<file path="src/rtl/c17_bist_pkg.sv">
// ============================================================================
// Module : c17_bist_pkg
// Brief  : Shared types, widths and MISR helper for the c17 BIST controller.
// Rev    : 1.0
// ============================================================================
`default_nettype none

package c17_bist_pkg;

    localparam int PAT_W   = 5;
    localparam int NUM_PAT = 32;
    localparam int SIG_W   = 8;
    localparam int CNT_W   = 6;

    // Feedback taps s[7], s[5], s[4], s[3]
    localparam logic [SIG_W-1:0] MISR_TAPS = 8'hB8;

    typedef enum logic [1:0] {
        ST_IDLE    = 2'd0,
        ST_APPLY   = 2'd1,
        ST_CAPTURE = 2'd2,
        ST_DONE    = 2'd3
    } state_t;

    function automatic logic [SIG_W-1:0] misr_step(input logic [SIG_W-1:0] s,
                                                   input logic [1:0]       d);
        return {s[SIG_W-2:0], ^(s & MISR_TAPS)} ^ {{(SIG_W-2){1'b0}}, d};
    endfunction

endpackage

`default_nettype wire

</file>
<file path="src/rtl/c17_golden_model.sv">
// ============================================================================
// Module : c17_golden_model
// Brief  : Combinational reference c17 function; pattern {I1,I2,I3,I6,I7}.
// Rev    : 1.0
// ============================================================================
`default_nettype none

module c17_golden_model
    import c17_bist_pkg::*;
(
    input  logic [PAT_W-1:0] i_pattern,
    output logic [1:0]       o_resp      // {O23, O22}
);

    logic w_i1, w_i2, w_i3, w_i6, w_i7;
    logic w_net10, w_net11, w_net16, w_net19;

    assign {w_i1, w_i2, w_i3, w_i6, w_i7} = i_pattern;

    assign w_net10 = ~(w_i1 & w_i3);
    assign w_net11 = ~(w_i3 & w_i6);
    assign w_net16 = ~(w_i2 & w_net11);
    assign w_net19 = ~(w_net11 & w_i7);

    assign o_resp = {~(w_net16 & w_net19), ~(w_net10 & w_net16)};

endmodule

`default_nettype wire

</file>
<file path="src/rtl/c17_bist_ctrl.sv">
// ============================================================================
// Module : c17_bist_ctrl
// Brief  : Exhaustive BIST for an external c17 CUT with golden compare + MISR.
// Rev    : 1.0
// ============================================================================
`default_nettype none

module c17_bist_ctrl
    import c17_bist_pkg::*;
#(
    parameter int              SETTLE_CYCLES = 1,
    parameter logic [SIG_W-1:0] GOLDEN_SIG   = 8'h00,
    parameter bit              CHECK_SIG     = 1'b0
) (
    input  logic             CLK,
    input  logic             RST,
    input  logic             start,
    output logic [PAT_W-1:0] cut_in,
    input  logic [1:0]       cut_out,
    output logic             busy,
    output logic             done,
    output logic             pass,
    output logic [CNT_W-1:0] fail_count,
    output logic [PAT_W-1:0] first_fail,
    output logic             any_fail,
    output logic [SIG_W-1:0] signature
);

    localparam logic [3:0]       c_SETTLE_LAST = 4'(SETTLE_CYCLES - 1);
    localparam logic [PAT_W-1:0] c_LAST_PAT    = PAT_W'(NUM_PAT - 1);

    state_t           r_state, w_state_nxt;
    logic [3:0]       r_settle;
    logic [PAT_W-1:0] r_pattern;
    logic [CNT_W-1:0] r_fail_cnt;
    logic [PAT_W-1:0] r_first_fail;
    logic             r_any_fail;
    logic [SIG_W-1:0] r_sig;
    logic [1:0]       w_model;
    logic             w_launch;
    logic             w_mismatch;

    c17_golden_model u_model (
        .i_pattern (r_pattern),
        .o_resp    (w_model)
    );

    // A new run may be launched from IDLE or DONE; start is ignored otherwise.
    assign w_launch   = start && (r_state == ST_IDLE || r_state == ST_DONE);
    assign w_mismatch = (cut_out != w_model);

    always_ff @(posedge CLK) begin
        if (RST) r_state <= ST_IDLE;
        else     r_state <= w_state_nxt;
    end

    always_comb begin
        w_state_nxt = r_state;
        case (r_state)
            ST_IDLE, ST_DONE: if (start) w_state_nxt = ST_APPLY;
            ST_APPLY:         if (r_settle == c_SETTLE_LAST) w_state_nxt = ST_CAPTURE;
            ST_CAPTURE:       w_state_nxt = (r_pattern == c_LAST_PAT) ? ST_DONE : ST_APPLY;
            default:          w_state_nxt = ST_IDLE;
        endcase
    end

    always_ff @(posedge CLK) begin
        if (RST) begin
            r_settle     <= '0;
            r_pattern    <= '0;
            r_fail_cnt   <= '0;
            r_first_fail <= '0;
            r_any_fail   <= 1'b0;
            r_sig        <= '0;
        end else if (w_launch) begin
            r_settle     <= '0;
            r_pattern    <= '0;
            r_fail_cnt   <= '0;
            r_first_fail <= '0;
            r_any_fail   <= 1'b0;
            r_sig        <= '0;
        end else if (r_state == ST_APPLY) begin
            r_settle <= r_settle + 4'd1;
        end else if (r_state == ST_CAPTURE) begin
            r_settle <= '0;
            r_sig    <= misr_step(r_sig, cut_out);
            if (w_mismatch) begin
                r_fail_cnt <= r_fail_cnt + CNT_W'(1);
                if (!r_any_fail) begin
                    r_first_fail <= r_pattern;
                    r_any_fail   <= 1'b1;
                end
            end
            // Pattern (and thus cut_in) holds at 31 once the run ends.
            if (r_pattern != c_LAST_PAT)
                r_pattern <= r_pattern + PAT_W'(1);
        end
    end

    assign cut_in     = r_pattern;
    assign busy       = (r_state == ST_APPLY) || (r_state == ST_CAPTURE);
    assign done       = (r_state == ST_DONE);
    assign pass       = done && (r_fail_cnt == '0) && (!CHECK_SIG || r_sig == GOLDEN_SIG);
    assign fail_count = r_fail_cnt;
    assign first_fail = r_first_fail;
    assign any_fail   = r_any_fail;
    assign signature  = r_sig;

endmodule

`default_nettype wire

</file>
<file path="config.mk">
export PLATFORM = sky130hd
export DESIGN_NAME = c17_bist_ctrl
export DESIGN_NICKNAME = d
export VERILOG_FILES = /design/src/rtl/c17_bist_pkg.sv /design/src/rtl/c17_golden_model.sv /design/src/rtl/c17_bist_ctrl.sv
export SDC_FILE = /design/constraint.sdc
export NUM_CORES = 1
export LEC_CHECK = 0
export ABC_AREA = 1
export CORE_MARGIN = 2
export CORE_UTILIZATION = 30
export DETAILED_ROUTE_END_ITERATION = 6
export MAX_ROUTING_LAYER = met4
export PLACE_DENSITY = 0.51
export SLEW_MARGIN = 25
export SYNTH_ARGS = -nofsm -noshare
export SYNTH_HDL_FRONTEND = slang
export SYNTH_SLANG_ARGS = --single-unit
</file>
<file path="constraint.sdc">
create_clock -name CLK -period 2.9 [get_ports CLK]
set_clock_uncertainty 0.2 [all_clocks]
set_input_delay 0.58 -clock CLK [delete_from_list [all_inputs] [get_ports CLK]]
set_output_delay 0.58 -clock CLK [all_outputs]
set_load 0.1 [all_outputs]
</file>
# Word-level counts from Yosys, hierarchy flattened
# Cells that the tools add are included.
[totals] elab_cells=55 regBits=31
[op_classes] n_mux=6 add_sub_neg=3 n_bitwise=15 n_reduce_logical=16 n_eq_ne=8
[op_table] operator="$mux 4" n=2
[op_table] operator="$not 1->1" n=8
[op_table] operator="$reduce_xor 8->1" n=1
[op_table] operator="$xor 8x2->8" n=1
[op_table] operator="$add 6x1->6 const B" n=1
[op_table] operator="$and 1x1->1" n=6
[op_table] operator="$logic_not 6->1" n=1
[op_table] operator="$mux 2" n=3
[op_table] operator="$pmux 2 s3" n=1
[op_table] operator="$reduce_and 3->1" n=2
[op_table] operator="$add 5x1->5 const B" n=1
[op_table] operator="$eq 5x5->1 const B" n=1
[op_table] operator="$ne 5x5->1 const B" n=1
[op_table] operator="$add 4x1->4 const B" n=1
[op_table] operator="$eq 2x2->1 const B" n=2
[op_table] operator="$logic_not 4->1" n=1
[op_table] operator="$ne 2x2->1 const B" n=2
[op_table] operator="$reduce_and 2->1" n=2
[op_table] operator="$reduce_and 4->1" n=1
[op_table] operator="$reduce_or 2->1" n=2
[op_table] operator="$eq 2x1->1 const B" n=1
[op_table] operator="$logic_and 1x1->1" n=2
[op_table] operator="$logic_not 2->1" n=1
[op_table] operator="$logic_or 1x1->1" n=2
[op_table] operator="2 further kinds" n=2

# Logic depth before layout (Yosys ltp)
# Gate-level depths: netlist (run 1).
[depth] ltp_word=8 depth_mapped=10

# Modules after synthesis
# A second synthesis (run 1) with hierarchy kept.
[hier_totals] cells_unflattened=238 hier_area_um2=1745.4
[modules_own_cells] mod="c17_bist_ctrl" cells_each=231 n_inst=1 seq_area_each_um2=620.6 area_per_inst_um2=1716.6
[modules_own_cells] mod="c17_golden_model" cells_each=7 n_inst=1 seq_area_each_um2=0.0 area_per_inst_um2=28.8

# Least setup slack after synthesis (run 1)
# Ideal clock, no wire load.
[synth_timing] path_kind="register to output" start="register r_state[0]" end="output port pass" t_arrival_ns=3.420 stages_incl_launch_ff=4 path_slack_ns=-1.300 cell_sequence="dfxtp_1 > ha_1 > nand4_1 > nor3_1"
[synth_between] elab_chain_len=2
[synth_lines] element="start, declared" line_no="c17_bist_ctrl.sv:32" rtl="state_t r_state, w_state_nxt;"
[synth_lines] element="start signal, assigned" line_no="c17_bist_ctrl.sv:54" rtl="else r_state <= w_state_nxt;"
[synth_lines] element="$eq 2x2->1" line_no="c17_bist_ctrl.sv:102" rtl="assign done = (r_state == ST_DONE);"
[synth_lines] element="net done" line_no="c17_bist_ctrl.sv:21" rtl="output logic done,"
[synth_lines] element="$logic_and 1x1->1" line_no="c17_bist_ctrl.sv:103" rtl="assign pass = done && (r_fail_cnt == '0) && (!CHECK_SIG || r_sig == GOLDEN_SIG);"
[synth_lines] element="end, declared" line_no="c17_bist_ctrl.sv:22" rtl="output logic pass,"
# The timed path passes the listed nets, and every way through them passes these cells.

# Worst setup path after layout (run 1)
[layout_timing] start="register r_state[0]" end="output port busy"
[layout_between] elab_chain_len=2 word_cells_on_any_way=3 classes_between="eq/ne (2); reduce/logical (1)"
[layout_lines] element="$eq 2x1->1 or $eq 2x2->1 (tied branches)" line_no="c17_bist_ctrl.sv:101" rtl="assign busy = (r_state == ST_APPLY) || (r_state == ST_CAPTURE);"
[layout_lines] element="$logic_or 1x1->1 (*)" line_no="c17_bist_ctrl.sv:101"
[layout_lines] element="end, declared" line_no="c17_bist_ctrl.sv:20" rtl="output logic busy,"
# Every way passes the cells marked *; elsewhere a longest branch is shown, timed or not.

==> results by group, run 1 <==
Floorplan
  – Core area: about 5500 um^2
  – Row count: 27
  – Die width: between 70 and 80 um
  – Die height: around 79 um
  – Die ar.: about 6300 um^2
  – # IOs: 33
  – Initial Utilization: 0.3099

Critical path
  – Crit path capture: busy
  – CP required: approximately 2.1 ns
  – Critical path origin: r_state[0]$_SDFFE_PP0P_
  – CP Max Fanout: 6
  – R2R setup slack: 0.97 ns
  – CP arrival: between 1.5 and 2 ns
  – Critical R2R Capture: cut_in[3]$_SDFFE_PP0P_
  – Reg2reg path depth: 8
  – Worst r2r src: r_state[0]$_SDFFE_PP0P_
  – CP Capture Type: output pin
  – Startpoint types: flop
  – CP Class: flop to output pin

Detailed routing
  – Initial DRC Count: 56
  – Drt pass-1 iters: 4
  – WL final: ~3600 um
  – Post-route ant nets: 0
  – Via count: 1515
  – Number of vias per cell: roughly 4.3
  – Post-route DRC: 0
  – Drt wl/cell: ~10 um

Cells and area
  – Commonest non-fill, non-tap cells in the layout: nand2_1, inv_1, dfxtp_1
  – Area growth syn-to-layout: 26.61%
  – Filler Cell Count: between 600 and 700
  – Nets: 293
  – Share of layout cells above drive strength 1: 0.2294
  – ANT cells: 0
  – Commonest non-fill, non-tap cell in the layout: nand2_1

Clock tree
  – Hold-fix buffers, CTS: 0
  – CTS tree: done
  – Post-cts resize count: 0
  – Clk_lat worst skew: about 0.28 ns
  – CTS Buffer Depth: 2
  – CTS Root Cell: clkbuf_8
  – Clk sinks: 31
  – H-tree levels: 2
  – CTS Buf Count: 5
  – Setup bufs post-CTS: 0
  – Clock transition at path regs: 0.07 ns

Placement
  – GPL Wtd Cong: about 0.79
  – Port Buffers: 32
  – Post-DP HPWL: 2704 um

Synth
  – Syn Inst Count: ~240
  – Register area share after synthesis: 0.3636
  – Syn Std Cell Area: ~1700 um^2
  – Yosys warns: 0
  – Post-Syn Area per Cell: just over 7 um^2
  – Register bit total from synthesis: 31
  – Netlist cell types: 26
  – Mapped Nets: between 200 and 300

Pwr
  – Pwr Density: 526.7 nW/um^2
  – Leakage: around 0.00094 uW
  – Power Total: ~1100 uW
  – Worst VDD drop: 0.2887 mV

Timing
  – Final setup fails: 0
  – Min Tclk post-route: roughly 2.3 ns
  – Period Utilization, post-route: 0.8029
  – Worst-margin pin slew: 0.5264 ns
  – RSZ-0062 raised after global routing: no
  – Setup TNS Final: 0 ns
  – Max-slew violations: 0
  – Max Clk Rate: ~430 MHz
  – Slew margin rel.: 0.6490
  – Final Hold Viols: 0

Worst hold path
  – HP Class: flop to flop
  – Hold path start: signature[6]$_SDFFE_PP0P_

Status
  – Status: finished, final reports clean

Job
  – Max-Cap Viols: 0

Global route
  – Vias in the first global route: roughly 1400
  – Largest net degree at the start of global routing: 19
  – Initial antenna violation count: 0
  – Total congestion overflow: 0
  – GRT Total Usage: 0.1315
  – First-pass GRT wire length: approximately 6300 um
cell usage after synthesis:
| cell type | instances | area (um^2) |
|---|---|---|
| a211oi_1 | 1 | 7.510 |
| a21oi_1 | 15 | 75.07 |
| a21oi_2 | 1 | 8.760 |
| buf_2 | 2 | 10.01 |
| buf_4 | 2 | 15.01 |
| buf_8 | 1 | 15.01 |
| dfxtp_1 | 31 | 620.6 |
| ha_1 | 10 | 125.1 |
| inv_1 | 45 | 168.9 |
| inv_2 | 3 | 11.26 |
| nand2_1 | 59 | 221.5 |
| nand2_2 | 4 | 25.02 |
| nand2_4 | 1 | 11.26 |
| nand3_1 | 12 | 60.06 |
| nand3_2 | 1 | 10.01 |
| nand3_4 | 1 | 17.52 |
| nand4_1 | 12 | 75.07 |
| nor2_1 | 11 | 41.29 |
| nor2_2 | 12 | 75.07 |
| nor3_1 | 4 | 20.02 |
| nor4_1 | 1 | 6.260 |
| o21ai_0 | 3 | 15.01 |
| o21ai_1 | 3 | 15.01 |
| or2_2 | 2 | 12.51 |
| xnor2_1 | 2 | 17.52 |
| xor2_1 | 3 | 26.28 |
power breakdown:
part	internal, uW	leakage [uW]	switching (uW)
Sequential	442	0.000250	15.2
Clock	216	0.0000515	159
Combinational	87.7	0.000639	218
metrics by stage:
step	area, um^2	cells	worst slack, ns	hold WS (ns)	utilization
5_1_grt	2161	351	0.4771	0.3220	0.3924
6_report	2161	351	0.5717	0.2823	0.3924
4_1_cts	2161	351	0.5535	0.2848	0.3924
3_3_place_gp	2061	343	0.8072	0.2719	0.3742
3_5_place_dp	2061	343	0.8109	0.2751	0.3742
2_1_floorplan	1720	242	0.1599	0.2682	-
sequential cells by signal, indices dropped and copies added, names as in the netlist:
register    flops
signature       8
fail_count      6
cut_in          5
r_state         2
first_fail      5
any_fail        1
r_settle        4
worst min-delay path by stage:
stage	endpoint	slack, ns	cells past startpoint
detailed placement	signature[7]$_SDFFE_PP0P_	0.28	2
CTS	signature[7]$_SDFFE_PP0P_	0.28	2
global placement	signature[7]$_SDFFE_PP0P_	0.27	2
floorplan	r_state[1]$_SDFFE_PP0P_	0.27	2
finish	signature[7]$_SDFFE_PP0P_	0.28	2
global route	signature[3]$_SDFFE_PP0P_	0.32	2
final cells by class:
type	instances	area (um^2)	area share
tap	72	90.09	0.04169
timing repair buffer	34	290.3	0.1343
multi-input combinational	158	879.6	0.4071
inverter	48	180.2	0.08338
sequential	31	620.6	0.2872
clock buffer	8	100.1	0.04632
cell families after synthesis:
family | Yosys count | synth area share
AO/OA/AOI/OAI | 23 | 0.07111
XOR/XNOR | 5 | 0.02566
adder cells (fa/ha/maj) | 10 | 0.07331
buffers and inverters | 53 | 0.1290
flip-flops | 31 | 0.3636
AND/OR/NAND/NOR | 120 | 0.3372
layer usage:
metal | vias up | GRT usage | part of all wire
met5 | - | - | 0
met4 | 0 | 0.05690 | 0.020
met3 | 7 | 0.03394 | 0.038
met2 | 23 | 0.1916 | 0.44
met1 | 665 | 0.1719 | 0.50
li1 | 820 | - | -
critical path: stages (launching register included):
cell and delay [ns]:
dfxtp_1 0.41, inv_1 0.06, ha_1 0.38, inv_1 0.21, buf_12 0.20
Power figures use the tool's default switching activity.
==> run 2: changes to the inputs <==
==> constraint.sdc (replaced) <==
create_clock -name CLK -period 2.25 [get_ports CLK]
set_clock_uncertainty 0.2 [all_clocks]
set_input_delay 0.45 -clock CLK [delete_from_list [all_inputs] [get_ports CLK]]
set_output_delay 0.45 -clock CLK [all_outputs]
set_load 0.1 [all_outputs]
==> results by group, run 2 (same netlist as run 1, synthesis figures left out) <==
Status
  – Status: finished, final reports clean

Critical path
  – CP Capture Type: output pin
  – CP Class: flop to output pin
  – Slowest cell on the critical path: ha_2
  – Startpoint types: flop
  – Worst path cell trace: inv_1 -> ha_2 -> clkinvlp_4 -> buf_12
  – Largest stage delay on the critical path: 0.39 ns (-0.02 ns)
  – CP required: 1.60 ns (-0.52 ns)
  – CP arrival: 1.47 ns (-0.08 ns)
  – CP Max Fanout: 6 (unchanged)

Pwr
  – Switch Pwr: 523.0 uW (+33%)
  – Clock share of power: 0.331 (about the same)
  – Pwr Density: 666.4 nW/um^2 (+27%)
  – Logic gate share of total power: 0.272 (+0.004)
  – Sw frac: 0.3506 (+0.006146)
  – Internal: 968.6 uW (+30%)
  – Sequential Power Share: 0.397 (-0.005)
  – Leakage: 0.0009449 uW (+0.47%)
  – Worst VDD drop: 0.4972 mV (+72%)

Global route
  – Vias in the first global route: 1460 (+6.9%)
  – First-pass GRT wire length: 6444 um (+2.6%)
  – Total congestion overflow: 0 (unchanged)
  – GRT Total Usage: 0.1330 (+0.001532)
  – Largest net degree at the start of global routing: 27 (+8)
  – Initial antenna violation count: 0 (unchanged)

Timing
  – Period Utilization, post-route: 0.9414
  – Min Tclk post-route: between 2 and 2.5 ns
  – Max Clk Rate: between 400 and 500 MHz
  – Setup TNS Final: 0 ns (unchanged)
  – Final Hold Viols: 0 (unchanged)
  – Max-slew violations: 0 (unchanged)
  – RSZ-0062 raised after global routing: no
  – Worst-margin pin slew: 0.5000 ns (-0.02641 ns)
  – Slew margin rel.: 0.6654 (+0.01638)
  – Final setup fails: 0 (unchanged)
  – Final setup margin: 0.1320 ns (-0.4398 ns)

Placement
  – Port Buffers: 32 (unchanged)
  – Dpl ws: 0.2716 ns (-0.5392 ns)
  – Placed Area: 2132 um^2 (+3.5%)
  – Post-DP HPWL: 2695 um (-0.35%)
  – GPL Wtd Cong: 0.7828 (-1.1%)

Floorplan
  – Row count: 27 (unchanged)
  – Die height: 79.43 um (unchanged)
  – Core area: 5507 um^2 (unchanged)
  – Initial Utilization: 0.3099 (unchanged)
  – Die width: 79.43 um (unchanged)
  – Die ar.: 6308 um^2 (unchanged)
  – # IOs: 33 (unchanged)

Cells and area
  – Commonest non-fill, non-tap cells in the layout: nand2_1, inv_1, buf_4
  – Max reg flops: 8 (unchanged)
  – ANT cells: 0 (unchanged)
  – Nets: 293 (unchanged)
  – Share of layout cells above drive strength 1: 0.2760 (+0.04659)
  – Area growth syn-to-layout: 31.16%
  – Final core utilization: 0.4065 (+0.01409)
  – Commonest non-fill, non-tap cell in the layout: nand2_1
  – Final Instance Area: 2238 um^2 (+3.6%)

Detailed routing
  – Drt wl/cell: 10.26 um (-0.41%)
  – Number of vias per cell: 4.350 (+0.79%)
  – Initial DRC Count: 63 (+13%)
  – Post-route DRC: 0 (unchanged)
  – Drt pass-1 iters: 4 (unchanged)
  – WL final: 3602 um (-0.41%)
  – Post-route ant nets: 0 (unchanged)
  – Via count: 1527 (+0.79%)

Clock tree
  – CTS tree: done
  – Hold-fix buffers, CTS: 0 (unchanged)
  – Clock transition at path regs: 0.07 ns (about the same)
  – CTS Root Cell: clkbuf_8
  – CTS Buffer Depth: 2 (unchanged)
  – Setup bufs post-CTS: 0 (unchanged)
  – Clk sinks: 31 (unchanged)
  – CTS Buf Count: 5 (unchanged)
  – Clk_lat worst skew: 0.28 ns (about the same)
  – H-tree levels: 2 (unchanged)

Job
  – Max-Cap Viols: 0 (unchanged)

Worst hold path
  – HP Class: flop to flop
[run 2: cell count changes in the layout (fill, tap and decap cells not counted), sizes merged]
cell      delta
clkbuf       -1
clkinvlp     +2
inv          -1
[run 2: final timing paths]
check | from | to | slack, ns | depth (start not counted)
worst min-delay path | cut_in[3]$_SDFFE_PP0P_ | cut_in[3]$_SDFFE_PP0P_ | 0.28 | 1
worst min register to register | cut_in[3]$_SDFFE_PP0P_ | cut_in[3]$_SDFFE_PP0P_ | 0.28 | 1
worst max-delay path | r_state[0]$_SDFFE_PP0P_ | busy | 0.13 | 4
worst max register to register | r_state[1]$_SDFFE_PP0P_ | first_fail[0]$_SDFFE_PP0P_ | 0.47 | 7
[run 2: worst max-delay path: cells and delay by family (launching register included)]
kind | cells | cell delay (ns)
buffers and inverters | 3 | 0.41
adders and majority gates | 1 | 0.39
DFF | 1 | 0.38
[run 2: layout make-up]
cell class,instances,area [um^2]
Timing Repair Buffer,34,327.8
Fill cell,586,3268
Tap cell,72,90.09
Multi-Input combinational cell,158,892.1
Inverter,48,183.9
Clock inverter,1,7.507
Sequential cell,31,640.6
Clock buffer,7,96.34
[run 2: power by group through the flow]
stage               logic (uW)  clock network (uW)  registers [uW]
global placement           409                   0             606
finish                     405                 494             593
CTS                        408                 518             593
floorplan                  250                   0             664
global route               449                 535             597
detailed placement         407                   0             606
[run 2: per-stage QoR]
step | total power, uW | cells | hold WS [ns]
finish | 1492 | 351 | 0.2790
floorplan | 913.7 | 242 | 0.2703
detailed placement | 1013 | 343 | 0.2695
CTS | 1519 | 351 | 0.2818
global route | 1581 | 351 | 0.3049
global placement | 1015 | 343 | 0.2672
[run 2: timing repair]
action / 4_1_cts / 5_1_grt
gates resized for setup: 0 / 1
setup endpoints to repair: 0 / 1
hold endpoints to repair: 0 / 0
[run 2: routing by layer]
layer,wire length [um],GRT usage
met4,61,0.05172
met2,1603,0.2059
met1,1754,0.1652
met3,182,0.03620
met5,0,-
==> run 3: changes to the inputs <==
--- a/config.mk
+++ b/config.mk
@@ -9,8 +9,10 @@
 export CORE_MARGIN = 2
 export CORE_UTILIZATION = 30
 export DETAILED_ROUTE_END_ITERATION = 6
+export HOLD_SLACK_MARGIN = 0.08
 export MAX_ROUTING_LAYER = met4
 export PLACE_DENSITY = 0.51
+export SETUP_SLACK_MARGIN = 0.02
 export SLEW_MARGIN = 25
 export SYNTH_ARGS = -nofsm -noshare
 export SYNTH_HDL_FRONTEND = slang
==> results of run 3 <==
No change in the layout: final DEF, timing and power equal those of run 2.
